[src/rtl/mem_port_arbiter_pkg.sv]
// Shared memory-system definitions: arbiter FSM states, port ids, counter
// widths and the round-robin grant helper.
package mem_port_arbiter_pkg;

    typedef enum logic [1:0] {
        IDLE = 2'd0,
        BUSY = 2'd1,
        RESP = 2'd2
    } arb_state_e;

    typedef enum logic {
        PORT_I = 1'b0,
        PORT_D = 1'b1
    } port_id_e;

    localparam int CNT_W = 16;  // completion counter width
    localparam int LAT_W = 4;   // holds ACCESS_LAT-1 for ACCESS_LAT up to 15

    // Pick the port to serve: a lone requester wins outright; on a conflict
    // the port that was not served last wins.
    function automatic port_id_e rr_pick(input logic i_valid, input logic d_valid,
                                         input port_id_e last);
        if (i_valid && d_valid)
            return (last == PORT_D) ? PORT_I : PORT_D;
        else if (d_valid)
            return PORT_D;
        else
            return PORT_I;
    endfunction

endpackage

[src/rtl/sat_counter.sv]
// Saturating up-counter: counts completed accesses, sticks at all-ones.
module sat_counter
    import mem_port_arbiter_pkg::*;
#(
    parameter int WIDTH = CNT_W
) (
    input  logic             clk,
    input  logic             rst,
    input  logic             inc,
    output logic [WIDTH-1:0] count
);

    // Increment on request unless already at the ceiling.
    always_ff @(posedge clk) begin
        if (rst)
            count <= '0;
        else if (inc && (count != '1))
            count <= count + 1'b1;
    end

endmodule

[src/rtl/mem_port_arbiter.sv]
// Two-port (instruction fetch / data) arbiter in front of a single-ported
// memory. One access in flight at a time: accept in IDLE, hold the memory
// bus for ACCESS_LAT cycles in BUSY, return the result in RESP.
module mem_port_arbiter
    import mem_port_arbiter_pkg::*;
#(
    parameter int DATA_WIDTH = 32,
    parameter int ADDR_WIDTH = 8,
    parameter int ACCESS_LAT = 2
) (
    input  logic                  clk,
    input  logic                  rst,
    // instruction-fetch port
    input  logic                  i_req_valid,
    input  logic [ADDR_WIDTH-1:0] i_req_addr,
    output logic                  i_req_ready,
    output logic                  i_resp_valid,
    output logic [DATA_WIDTH-1:0] i_resp_data,
    // data port
    input  logic                  d_req_valid,
    input  logic                  d_req_we,
    input  logic [ADDR_WIDTH-1:0] d_req_addr,
    input  logic [DATA_WIDTH-1:0] d_req_wdata,
    output logic                  d_req_ready,
    output logic                  d_resp_valid,
    output logic [DATA_WIDTH-1:0] d_resp_data,
    // memory side
    output logic                  mem_write_en,
    output logic [ADDR_WIDTH-1:0] mem_address,
    output logic [DATA_WIDTH-1:0] mem_write_data,
    input  logic [DATA_WIDTH-1:0] mem_read_data,
    // statistics
    output logic [15:0]           i_count,
    output logic [15:0]           d_count
);

    localparam logic [LAT_W-1:0] LAT_INIT = LAT_W'(ACCESS_LAT - 1);

    arb_state_e            state, state_next;
    port_id_e              grant;
    port_id_e              port_q;      // port being served; also round-robin history
    logic                  we_q;
    logic [ADDR_WIDTH-1:0] addr_q;
    logic [DATA_WIDTH-1:0] wdata_q;
    logic [LAT_W-1:0]      lat_q;
    logic [DATA_WIDTH-1:0] i_data_q;
    logic [DATA_WIDTH-1:0] d_data_q;
    logic                  handshake;
    logic                  sample;

    // State register.
    always_ff @(posedge clk) begin
        if (rst)
            state <= IDLE;
        else
            state <= state_next;
    end

    // Next state, handshake, write strobe and response pulses.
    always_comb begin
        state_next   = state;
        i_req_ready  = 1'b0;
        d_req_ready  = 1'b0;
        i_resp_valid = 1'b0;
        d_resp_valid = 1'b0;
        mem_write_en = 1'b0;
        handshake    = 1'b0;
        sample       = 1'b0;
        grant        = rr_pick(i_req_valid, d_req_valid, port_q);
        unique case (state)
            IDLE: begin
                // Ready is withheld during reset so nothing is ever accepted
                // by a cycle whose state update is being discarded.
                if (!rst && (i_req_valid || d_req_valid)) begin
                    i_req_ready = (grant == PORT_I);
                    d_req_ready = (grant == PORT_D);
                    handshake   = 1'b1;
                    state_next  = BUSY;
                end
            end
            BUSY: begin
                // The counter only equals its load value in the first BUSY cycle.
                mem_write_en = we_q && (lat_q == LAT_INIT);
                if (lat_q == '0) begin
                    sample     = 1'b1;
                    state_next = RESP;
                end
            end
            RESP: begin
                // A reset landing on the response cycle cancels the pulse.
                i_resp_valid = !rst && (port_q == PORT_I);
                d_resp_valid = !rst && (port_q == PORT_D);
                state_next   = IDLE;
            end
            default: state_next = IDLE;
        endcase
    end

    // Request latch, latency countdown and per-port response data.
    always_ff @(posedge clk) begin
        if (rst) begin
            port_q   <= PORT_I;   // so D wins the first conflict
            we_q     <= 1'b0;
            addr_q   <= '0;
            wdata_q  <= '0;
            lat_q    <= '0;
            i_data_q <= '0;
            d_data_q <= '0;
        end else begin
            if (handshake) begin
                port_q  <= grant;
                we_q    <= (grant == PORT_D) && d_req_we;   // fetches never write
                addr_q  <= (grant == PORT_D) ? d_req_addr : i_req_addr;
                wdata_q <= (grant == PORT_D) ? d_req_wdata : '0;
                lat_q   <= LAT_INIT;
            end else if ((state == BUSY) && (lat_q != '0)) begin
                lat_q <= lat_q - 1'b1;
            end
            if (sample) begin
                if (port_q == PORT_I)
                    i_data_q <= mem_read_data;
                else
                    d_data_q <= we_q ? wdata_q : mem_read_data;
            end
        end
    end

    assign mem_address    = addr_q;
    assign mem_write_data = wdata_q;
    assign i_resp_data    = i_data_q;
    assign d_resp_data    = d_data_q;

    sat_counter #(.WIDTH(CNT_W)) u_i_count (
        .clk   (clk),
        .rst   (rst),
        .inc   (i_resp_valid),
        .count (i_count)
    );

    sat_counter #(.WIDTH(CNT_W)) u_d_count (
        .clk   (clk),
        .rst   (rst),
        .inc   (d_resp_valid),
        .count (d_count)
    );

endmodule

[config.mk]
export PLATFORM = sky130hd
export DESIGN_NAME = mem_port_arbiter
export DESIGN_NICKNAME = d
export VERILOG_FILES = /design/src/rtl/mem_port_arbiter_pkg.sv /design/src/rtl/sat_counter.sv /design/src/rtl/mem_port_arbiter.sv
export SDC_FILE = /design/constraint.sdc
export NUM_CORES = 1
export LEC_CHECK = 0
export ABC_AREA = 1
export CAP_MARGIN = 20
export CORE_MARGIN = 10
export CORE_UTILIZATION = 35
export CTS_CLUSTER_SIZE = 16
export DETAILED_ROUTE_END_ITERATION = 10
export HOLD_SLACK_MARGIN = 0.08
export PLACE_DENSITY = 0.7
export SYNTH_ARGS = -nofsm -noshare
export SYNTH_HDL_FRONTEND = slang
export SYNTH_SLANG_ARGS = --single-unit
[constraint.sdc]
create_clock -name clk -period 3.85 [get_ports clk]
set_input_delay 0.9625 -clock clk [delete_from_list [all_inputs] [get_ports clk]]
set_output_delay 0.9625 -clock clk [all_outputs]
set_load 0.01 [all_outputs]
==> run_results.csv <==
group,metric,value,unit
outcome,result_of_the_run,"finished, final reports clean",
cells_and_area,fin_cells,1324,
sta,relSlewSlack,39.3,%
yosys,synth_compound_area_share,15.0,%
sta,finalWorstSetupSlack,0.321,ns
pwr,power_density,425,mW/mm^2
pwr,p_seq_share,41.6,%
yosys,yosys.area_share.simple,29.1,%
yosys,async_flop_share,0,%
yosys,synth_xor_xnor_area_share,0.285,%
die,die_width,153,um
die,die_area,0.0233,sq mm
yosys,netlist.area_leader.share,46.9,%
placement,place.detailed.instances,1292,
yosys,yosys-mux-area-fraction,0,%
worst_hold_path,timing.hold.worst.start,"mem_address[2]",
setup_path,worstSetupStartpoint,"d_req_valid",
cells_and_area,layout-drive-gt1-share,6.37,%
placement,pre_cts_slack,0.325,ns
global_routing,grt_start_max_net_pins,94,
job,max_cap_violations,0,
die,io-pin-count,226,
clocking,cts-buffers-inserted,17,
setup_path,crit-reg2reg-launch,"lat_q[0]",
clocking,clkSlewWorstSetupHoldPaths,0.06,ns
routing,drc,0,
sta,final.setup_skew,0.0108,ns
yosys,dominantRegCellSynth,"sky130_fd_sc_hd__dfxtp_1",
yosys,combinational_family_with_the_most_area_after_synthesis,"simple AND/OR/NAND/NOR gates",
sta,slew_viol_final,0,
routing,antenna_violating_nets_post_route,0,
die,floorplan.core_area,0.0172,sq mm
setup_path,timing.critical_path.required,2.89,ns
placement,portBuffers,225,
yosys,seq_area_frac_synth,46.9,%
sta,maxClockFrequency,283,MHz
yosys,synth_enable_flop_cells,0,
global_routing,antenna_found_initial,0,
routing,viasPerCell,4.73,
routing,drt_iter0_drc,314,
clocking,clockBufferDepth,2,
yosys,yosys_warnings,0,
sta,timing.final.crit_share,91.7,%
pwr,power.share.switching,25.1,%
setup_path,cp_data_arrival_time,2.57,ns
placement,hpwl,15100,um
global_routing,grt-ovfl-total,0,
pwr,clockPowerShare,44.9,%
yosys,synth_area,0.00615,sq mm
yosys,synth-adder-area-share,0.814,%
clocking,cts.sinks,144,
global_routing,groute.usage.overall,17.4,%
pwr,p_leak,3.65,nW
setup_path,critical_path.cell_chain,"clkdlybuf4s50_1, nor2_1, nor2_1, nand2_1, nor2_4, clkdlybuf4s50_1",
clocking,cts_tree,"done",
clocking,post_cts_gate_resize_count,0,
sta,setup_violators_final,0,
sta,measured_slew_at_the_worst_slew_check_pin,0.911,ns
yosys,syn_inst,872,
clocking,cts_hold_repair.buffers,0,
cells_and_area,finalNetCount,1175,
yosys,synth_most_common_cell,"sky130_fd_sc_hd__nor2_1",
yosys,synth_area_leaders,"sky130_fd_sc_hd__dfxtp_1 (47%), sky130_fd_sc_hd__nor2_1 (12%), sky130_fd_sc_hd__nand2_1 (11%), sky130_fd_sc_hd__o21ai_0 (10%), sky130_fd_sc_hd__inv_1 (4.3%)",
die,rows,48,
routing,drt-pass1-iter-count,6,
setup_path,timing.critical_path.fanout_max,4,
yosys,synth_top_area_cell,"sky130_fd_sc_hd__dfxtp_1",
routing,routed_wire_length_per_instance,15.7,um
routing,via_total_after_detailed_routing,6257,
setup_path,rr_endpoint,"d_resp_data[28]",
setup_path,crit_slowest_cell,"sky130_fd_sc_hd__clkdlybuf4s50_1",
sta,timing.final.hold_violations,0,
setup_path,ff2ff_setup_slack,1.59,ns
pwr,internal_power,0.00292,W
global_routing,number_of_global_route_vias_before_repair,6182,
worst_hold_path,min-delay-path-class,"reg -> reg",
pwr,part_of_the_total_power_dissipated_in_combinational_logic,13.5,%
global_routing,grt_first_pass_wirelength,33200,um
yosys,synth.top_cells.by_count,"sky130_fd_sc_hd__nor2_1 (189), sky130_fd_sc_hd__nand2_1 (177), sky130_fd_sc_hd__dfxtp_1 (144), sky130_fd_sc_hd__o21ai_0 (124), sky130_fd_sc_hd__inv_1 (71)",
setup_path,critPathLaunchType,"input pin",
cells_and_area,syn2layout_area_growth,49.3,%
clocking,cts_root_buf,"sky130_fd_sc_hd__clkbuf_16",
clocking,post-cts-setup-buffers,0,
yosys,syn-mean-instance-area,7.05,sq um
sta,finalSetupTns,0,ns
routing,postRouteWirelength,20800,um
die,floorplan.die.height,153,um
die,initial_utilization,35.7,%
clocking,htree_num_levels,4,
pwr,ir_drop,0.289,mV
placement,place.gp.congestion,0.866,
setup_path,crit_type,"in -> out",
setup_path,rr_worst_depth,7,
sta,post-route-min-period,3.53,ns
yosys,synth.ff_latch_count,144,
cells_and_area,antenna_cells_inserted,0,
worst_hold_path,min_delay_worst_endpoint,"mem_address[2]",
yosys,synth_cell_types,32,
clocking,clkLatencyLatePin,0.42,ns
setup_path,crit_path_max_incr_delay,0.56,ns
worst_hold_path,worst_hold_path.num_cells,2,
setup_path,end_kind,"primary output",
pwr,net-switching-power,0.000976,W
sta,grt_setup_unrepaired,"false",
yosys,synthesis.nets,961,
[worst max-delay path by stage]
stage | slack, ns | depth (start not counted) | endpoint
after floorplan | 1.24 | 5 | d_req_ready
after global placement | 0.32 | 6 | d_req_ready
after detailed placement | 0.33 | 6 | d_req_ready
after CTS | 0.32 | 6 | d_req_ready
after global routing | 0.26 | 6 | d_req_ready
final | 0.32 | 6 | d_req_ready
[power groups by stage]
| stage | clock, W | sequential, W | combinational [W] |
|---|---|---|---|
| after CTS | 0.00178 | 0.00162 | 0.000538 |
| after detailed placement | 0 | 0.00165 | 0.000535 |
| after global routing | 0.00184 | 0.00163 | 0.000582 |
| final | 0.00175 | 0.00162 | 0.000528 |
| after floorplan | 0 | 0.00168 | 0.000194 |
| after global placement | 0 | 0.00165 | 0.000532 |
[final cells by class]
cell class	count	area, sq um
Clock buffer	18	429
Clock inverter	14	189
Fill cell	1655	8060
Inverter	77	289
Multi-Input combinational cell	612	2790
Sequential cell	144	2880
Tap cell	225	282
Timing Repair Buffer	234	2320
[through the flow]
step | utilization (%) | power, W | cell area (sq um) | hold WS (ns)
final | 53.2 | 0.00390 | 9180 | 0.460
after global routing | 53.2 | 0.00405 | 9180 | 0.506
after CTS | 53.2 | 0.00394 | 9180 | 0.460
after detailed placement | 49.7 | 0.00219 | 8560 | 0.444
after global placement | 49.7 | 0.00218 | 8560 | 0.451
after floorplan | - | 0.00187 | 6150 | 0.464
[state kept, by name, summed over array words and instances (netlist names)]
register / count
d_resp_data: 32
i_resp_data: 32
mem_write_data: 32
u_d_count.count: 16
u_i_count.count: 16
mem_address: 8
lat_q: 4
state: 2
port_q: 1
we_q: 1
[cell families after synthesis]
| kind of cell | count (synthesis) |
|---|---|
| buffers and inverters | 116 |
| xor gates and xnor gates | 2 |
| DFF | 144 |
| AOI/OAI and AO/OA | 175 |
| adders and majority gates | 4 |
| and+or+nand+nor | 431 |
[metal layers]
metal  global-route usage [%]  share of wire [%]  routed length [um]  vias to the layer above
li1                         -                  -                   -                     3211
met1                     19.6                 41                8620                     2851
met2                     29.3                 48                9910                      177
met3                     7.62                9.4                1950                       18
met4                     4.95                1.4                 290                        0
met5                        0                  0                   0                        -
[critical path, delay by kind of cell]
kind | cells | cell delay (ns)
buf+inv | 2 | 1.04
simple gates | 4 | 0.57
[cells in the final DEF (no fill, tap or decap), types with 5 or more instances in the layout]
cell type	netlist	layout
sky130_fd_sc_hd__clkdlybuf4s50_1	0	225
sky130_fd_sc_hd__clkbuf_16	0	17
sky130_fd_sc_hd__inv_2	6	7
sky130_fd_sc_hd__o21ai_1	5	5
sky130_fd_sc_hd__nor2_2	7	6
sky130_fd_sc_hd__dfxtp_1	144	144
sky130_fd_sc_hd__inv_1	71	70
sky130_fd_sc_hd__o21ai_0	124	124
sky130_fd_sc_hd__nor2_1	189	189
sky130_fd_sc_hd__buf_4	0	9
sky130_fd_sc_hd__nor2_4	8	9
sky130_fd_sc_hd__a22o_1	7	7
sky130_fd_sc_hd__a31oi_1	8	8
sky130_fd_sc_hd__nand2_1	177	177
sky130_fd_sc_hd__nand3_1	34	34
sky130_fd_sc_hd__a21oi_1	27	27
Note: power is estimated with default switching activity, not from simulation.
